===== config.mk =====
export PLATFORM = sky130hd
export DESIGN_NAME = free_list
export DESIGN_NICKNAME = d
export VERILOG_FILES = /design/src/rtl/free_list_pkg.sv /design/src/rtl/free_list.sv
export SDC_FILE = /design/constraint.sdc
export NUM_CORES = 1
export LEC_CHECK = 0
export CORE_ASPECT_RATIO = 1.4
export CORE_UTILIZATION = 30
export CTS_BUF_LIST = sky130_fd_sc_hd__clkbuf_16
export CTS_CLUSTER_SIZE = 12
export DETAILED_ROUTE_END_ITERATION = 7
export SETUP_SLACK_MARGIN = 0.4
export SYNTH_ARGS = -nofsm -noshare
export SYNTH_HDL_FRONTEND = slang
export SYNTH_SLANG_ARGS = --single-unit
export TNS_END_PERCENT = 10

===== constraint.sdc =====
create_clock -name clock -period 6.4 [get_ports clock]
set_input_delay 0.64 -clock clock [delete_from_list [all_inputs] [get_ports clock]]
set_output_delay 0.64 -clock clock [all_outputs]
set_load 0.03 [all_outputs]

===== src/rtl/free_list_pkg.sv =====
// Shared constants and pointer helpers for the physical-register free list.
//   NUM_PREGS / ARCH_REGS : physical and architectural register counts
//   PREG_W                : width of a physical register tag
//   DEPTH                 : circular-buffer slots (every nonzero preg fits)
//   PTR_W / CNT_W         : pointer and occupancy widths
//   ZERO_PREG             : hard-wired zero register, never allocated or freed
// Helpers:
//   ptr_add / ptr_sub     : modulo-DEPTH pointer moves by 0..3, using an
//                           explicit wrap compare (DEPTH is not a power of 2)
//   tag_valid             : an enabled lane that carries a non-zero tag
package free_list_pkg;

    localparam int NUM_PREGS  = 64;
    localparam int ARCH_REGS  = 32;
    localparam int PREG_W     = $clog2(NUM_PREGS);
    localparam int DEPTH      = NUM_PREGS - 1;
    localparam int PTR_W      = $clog2(DEPTH);
    localparam int CNT_W      = $clog2(NUM_PREGS) + 1;
    localparam int RESET_FREE = NUM_PREGS - ARCH_REGS;

    localparam logic [PREG_W-1:0] ZERO_PREG = '0;

    // DEPTH at pointer-plus-carry width, so wrap compares stay width-matched.
    localparam logic [PTR_W:0] DEPTH_X = (PTR_W + 1)'(DEPTH);

    function automatic logic [PTR_W-1:0] ptr_add(input logic [PTR_W-1:0] ptr,
                                                 input logic [1:0]       n);
        logic [PTR_W:0] sum;
        sum = {1'b0, ptr} + {{(PTR_W - 1){1'b0}}, n};
        return (sum >= DEPTH_X) ? PTR_W'(sum - DEPTH_X) : PTR_W'(sum);
    endfunction

    function automatic logic [PTR_W-1:0] ptr_sub(input logic [PTR_W-1:0] ptr,
                                                 input logic [1:0]       n);
        logic [PTR_W:0] wide;
        logic [PTR_W:0] n_ext;
        wide  = {1'b0, ptr};
        n_ext = {{(PTR_W - 1){1'b0}}, n};
        return (wide >= n_ext) ? PTR_W'(wide - n_ext)
                               : PTR_W'(wide + DEPTH_X - n_ext);
    endfunction

    function automatic logic tag_valid(input logic              en,
                                       input logic [PREG_W-1:0] tag);
        return en && (tag != ZERO_PREG);
    endfunction

endpackage


===== src/rtl/free_list.sv =====
// Physical-register free list for the 2-wide out-of-order core.
// A circular buffer of free preg tags: dispatch takes tags from the head,
// ROB retire returns t_old tags at the tail, and a branch rewind gives the
// squashed tags back by rolling the head backwards.
//
// Ports:
//   clock          system clock
//   reset          synchronous, active-high; restores the reset image
//   num_to_alloc   tags dispatch takes this cycle (0..2)
//   alloc_tags     [PREG_W-1:0] = slot head, [2*PREG_W-1:PREG_W] = slot head+1
//   num_can_alloc  min(count, 2)
//   free_en        per-lane retire enable
//   free_tags      per-lane t_old tag (lane i at [i*PREG_W +: PREG_W])
//   rewind_en      per-entry squash enable, entry 0 youngest
//   rewind_tags    per-entry squashed tag (entry i at [i*PREG_W +: PREG_W])
//   free_count     current occupancy
//
// Allocation handshake: num_can_alloc is the offer and num_to_alloc the
// take; dispatch may only take tags that are offered in the same cycle
// (num_to_alloc <= num_can_alloc), and the taken tags are those shown on
// alloc_tags[0..num_to_alloc-1]. Freed or rewound tags are offered from the
// following cycle on. Allocating in a rewind cycle is illegal.
module free_list
    import free_list_pkg::*;
(
    input  logic                  clock,
    input  logic                  reset,
    input  logic [1:0]            num_to_alloc,
    output logic [2*PREG_W-1:0]   alloc_tags,
    output logic [1:0]            num_can_alloc,
    input  logic [1:0]            free_en,
    input  logic [2*PREG_W-1:0]   free_tags,
    input  logic [2:0]            rewind_en,
    input  logic [3*PREG_W-1:0]   rewind_tags,
    output logic [CNT_W-1:0]      free_count
);

    logic [PREG_W-1:0] slots_q [DEPTH];
    logic [PTR_W-1:0]  head_q, head_d;
    logic [PTR_W-1:0]  tail_q, tail_d;
    logic [CNT_W-1:0]  count_q, count_d;

    logic              free_v0, free_v1;
    logic [1:0]        n_free;
    logic [1:0]        n_rew;
    logic              wr0_en, wr1_en;
    logic [PTR_W-1:0]  wr0_idx, wr1_idx;
    logic [PREG_W-1:0] wr0_tag, wr1_tag;
    logic [PTR_W-1:0]  head_p1;

    always_comb begin
        free_v0 = tag_valid(free_en[0], free_tags[0 +: PREG_W]);
        free_v1 = tag_valid(free_en[1], free_tags[PREG_W +: PREG_W]);
        n_free  = {1'b0, free_v0} + {1'b0, free_v1};

        n_rew = {1'b0, tag_valid(rewind_en[0], rewind_tags[0 +: PREG_W])}
              + {1'b0, tag_valid(rewind_en[1], rewind_tags[PREG_W +: PREG_W])}
              + {1'b0, tag_valid(rewind_en[2], rewind_tags[2*PREG_W +: PREG_W])};

        // Valid free tags are compacted: the first valid one always lands at
        // tail, so a lone lane-1 tag does not leave a hole.
        wr0_en  = free_v0 | free_v1;
        wr0_idx = tail_q;
        wr0_tag = free_v0 ? free_tags[0 +: PREG_W] : free_tags[PREG_W +: PREG_W];
        wr1_en  = free_v0 & free_v1;
        wr1_idx = ptr_add(tail_q, 2'd1);
        wr1_tag = free_tags[PREG_W +: PREG_W];

        // Alloc and rewind never coincide, so applying both moves in sequence
        // is just whichever one is active. Rewound tags are still in the slots
        // behind head, so only the pointer moves.
        head_d  = ptr_sub(ptr_add(head_q, num_to_alloc), n_rew);
        tail_d  = ptr_add(tail_q, n_free);
        count_d = count_q - CNT_W'(num_to_alloc) + CNT_W'(n_free) + CNT_W'(n_rew);
    end

    always_ff @(posedge clock) begin
        if (reset) begin
            head_q  <= '0;
            tail_q  <= PTR_W'(RESET_FREE);
            count_q <= CNT_W'(RESET_FREE);
            for (int k = 0; k < DEPTH; k++) begin
                slots_q[k] <= (k < RESET_FREE) ? PREG_W'(ARCH_REGS + k) : ZERO_PREG;
            end
        end else begin
            head_q  <= head_d;
            tail_q  <= tail_d;
            count_q <= count_d;
            if (wr0_en) begin
                slots_q[wr0_idx] <= wr0_tag;
            end
            if (wr1_en) begin
                slots_q[wr1_idx] <= wr1_tag;
            end
        end
    end

    assign head_p1       = ptr_add(head_q, 2'd1);
    assign alloc_tags    = {slots_q[head_p1], slots_q[head_q]};
    assign num_can_alloc = (count_q >= CNT_W'(2)) ? 2'd2 : count_q[1:0];
    assign free_count    = count_q;

    // Protocol misuse is flagged, never clamped.
    always_ff @(posedge clock) begin
        if (!reset) begin
            assert (!((num_to_alloc != 2'd0) && (|rewind_en)));
            assert (num_to_alloc <= num_can_alloc);
            assert (count_d <= CNT_W'(DEPTH));
        end
    end

endmodule


==> results.md <==
- Outcome: completed
- Final min period: 6000 ps
- Routed Antenna Nets: 0
- Logic pwr share: 47.5%
- Synthesized flop and latch total: 403
- GR Util All Layers: between 20% and 30%
- Initial drt markers: 3,901
- Slew margin rel.: 18.4%
- Seq/Total Area, Yosys: 42.8%
- Pint: 6.48 mW
- CTS tree: yes
- Core area: 0.0915 sq mm
- Critical Path End Type: primary output
- Total power: 11.0 mW
- Reg power frac: 29.3%
- Min-delay worst type: register to register
- Initial antenna violation count: 4
- Largest net degree at the start of global routing: between 150 and 200
- Vias: 25,100
- Worst IR drop on VDD: 0.269 mV
- Switching share of power: 41.3%
- Die width: 259 microns
- Gate Count Post-Synth: approximately 2,800
- Root Driver: clkbuf_16
- Die Y: 362 microns
- Startpoint type of the worst setup path: register
- Warnings, synthesis: 0
- Clk sink count: a little over 400
- Area grow syn2layout: 11.2%
- Clk slew on worst S/H paths: 60 ps
- Met2 Use GR: around two fifths
- DP HPWL: 80,000 microns
- Async SR Flop Fraction: 0%
- Htree depth: 2
- Vias in the first global route: around 24,000
- M1 GR Usage: 28.2%
- Clock buffer count from CTS: 45
- Die area: about 0.094 sq mm
- Grt peak-use layer: met2
- Met3 Track Usage GR: ~4.8%
- Unrepaired setup endpoints after global routing: true
- WP data required: 5760 ps
- Final wirelength: between 100,000 and 150,000 microns
- WS Path Type: register to primary output
- Pre-antenna DRT Iters: 8
- GP Congestion: 1.04
- Final period utilization: 93.7%
- Max clock buf depth: 3
- Skew-Pair Late Insertion Delay: 620 ps
- P per Cell Area: roughly 360 mW/mm^2
- Final Hold Viols: 0
- Nets: 2,768
- Crit Reg-Reg Startpoint: tail_q[0]
- Hold depth: 3
- Switching pwr: between 4 and 5 mW
- Avg Inst Size Synth: 10.1 sq um
- Post-CTS Hold Buffers: 0
- Crit-path max FO: 17
- Leakage: 9.66 nW
- Worst EP arrival: 5360 ps
- Clock skew: 33.2 ps
- Synthesized net count: 2,843
- Layout cells sized above 1: between 10% and 20%
- Number of vias per cell: 6.42
- Commonest non-fill, non-tap cells in the layout: 492 x nand2_1, 384 x edfxtp_1, 196 x o21ai_0
- Inserted Diodes: 0
- EDFF count, synth: 384
- Residual DRC: 0
- Final Max Slew Viols: 0
- Commonest non-fill, non-tap cell in the layout: nand2_1
- Worst-margin pin slew: 1220 ps
- Top_reg_cell synth: edfxtp_1
- Initial core utilization: a little under a third
- Num rows: 131
- Global-route wire length before repair: 168,000 microns
- Grt ovf: 0
- Worst Hold Path EP: free_count[0]
- Routed length per instance: around 30 microns
- Worst r2r path cells: 11
- I/O pins: 60
- Distinct cells, synth: 84
- F_max: 167 MHz
- R2r setup slk: 1040 ps
- Hold Path Origin: free_count[0]
- Maxcap violations: 0
- IO buf count: 59
- Post-Syn Area: 0.0278 sq mm
- Clock network power share: 23.2%
- Setup Viol. Count Final: 0
- Post-Route Setup TNS: 0 ps
- Crit Reg-Reg Endpoint: slots_q[15][1]
-- critical path: stages, from the launching register on --
cell      delay, ps
dfxtp_1         940
and2_1          370
a31oi_1         120
nor2_1          310
o21ai_1         280
buf_4           270
nor2_1          840
o221ai_1        270
o22ai_1         350
nor2_1          180
nor4_1          480
buf_4           210
buf_12          110
-- per-layer routing --
layer  wire, microns  up-vias
li1                -    10500
met1           39900    12200
met2           53900     1880
met3           12400      504
met4           10700        4
met5              25        -
-- worst max path at each step --
stage | from | to | slack (ps) | cells past startpoint
2_1_floorplan | head_q[0] | alloc_tags[9] | 1350 | 18
3_3_place_gp | head_q[0] | alloc_tags[9] | 930 | 14
3_5_place_dp | head_q[0] | alloc_tags[9] | 1000 | 13
4_1_cts | head_q[0] | alloc_tags[11] | 410 | 14
5_1_grt | head_q[0] | alloc_tags[9] | 310 | 15
6_report | head_q[5] | alloc_tags[9] | 400 | 12
-- per-stage QoR --
stage,hold WS [ps],utilization [%],area [sq um],setup slack (ps),instances
global placement,681,32.2,29500,932,3831
floorplan,671,-,27800,1350,2761
global route,739,33.8,31000,309,3912
CTS,696,33.8,30900,408,3908
finish,696,33.8,31000,404,3912
detailed placement,682,32.2,29500,1000,3831
-- power by group through the flow --
| stage | clock network, mW | registers, mW | logic, mW |
|---|---|---|---|
| 2_1_floorplan | 0 | 3.14 | 3.26 |
| 3_3_place_gp | 0 | 3.28 | 5.10 |
| 3_5_place_dp | 0 | 3.28 | 5.10 |
| 4_1_cts | 2.57 | 3.23 | 5.12 |
| 5_1_grt | 2.64 | 3.25 | 5.47 |
| 6_report | 2.56 | 3.24 | 5.24 |
-- cell usage after synthesis, types with 43 or more instances --
library cell | number | area share (%)
a21oi_1 | 68 | 1.2
a22o_1 | 112 | 3.5
mux4_2 | 143 | 12
clkbuf_1 | 165 | 2.2
o22ai_1 | 48 | 1.1
a31oi_1 | 61 | 1.4
nor3_1 | 95 | 1.7
mux2i_1 | 67 | 2.4
nand3_1 | 57 | 1.0
edfxtp_1 | 384 | 41
nand2_1 | 492 | 6.6
a22oi_1 | 97 | 2.6
nor2_1 | 161 | 2.2
o21ai_0 | 197 | 3.5
buf_2 | 43 | 0.77
-- flip-flops by register name, indices dropped and copies added, names as in the netlist --
| register | cells |
|---|---|
| head_q | 6 |
| slots_q | 384 |
| free_count | 7 |
| tail_q | 6 |
-- final cells by class --
class	count	area (sq um)
Clock buffer	47	1180
Clock inverter	29	201
Fill cell	9221	60500
Inverter	48	180
Multi-Input combinational cell	2058	14800
Sequential cell	403	11900
Tap cell	1197	1500
Timing Repair Buffer	130	1220
-- cells by family after synthesis --
logic type                 after synthesis  synth area share, %
AOI/OAI and AO/OA                      800                 19.8
xor gates and xnor gates                24                0.755
adders and majority gates               44                 2.21
buffers and inverters                  301                 4.54
DFF                                    403                 42.8
muxes                                  214                 14.1
and+or+nand+nor                        975                 15.7
-- repair_timing --
action,4_1_cts,5_1_grt
resized for setup,2,6
endpoints found under the setup margin,1,6
buffers inserted,0,4
cloned,1,0
pin swaps,1,1
Power figures use the tool's default switching activity.
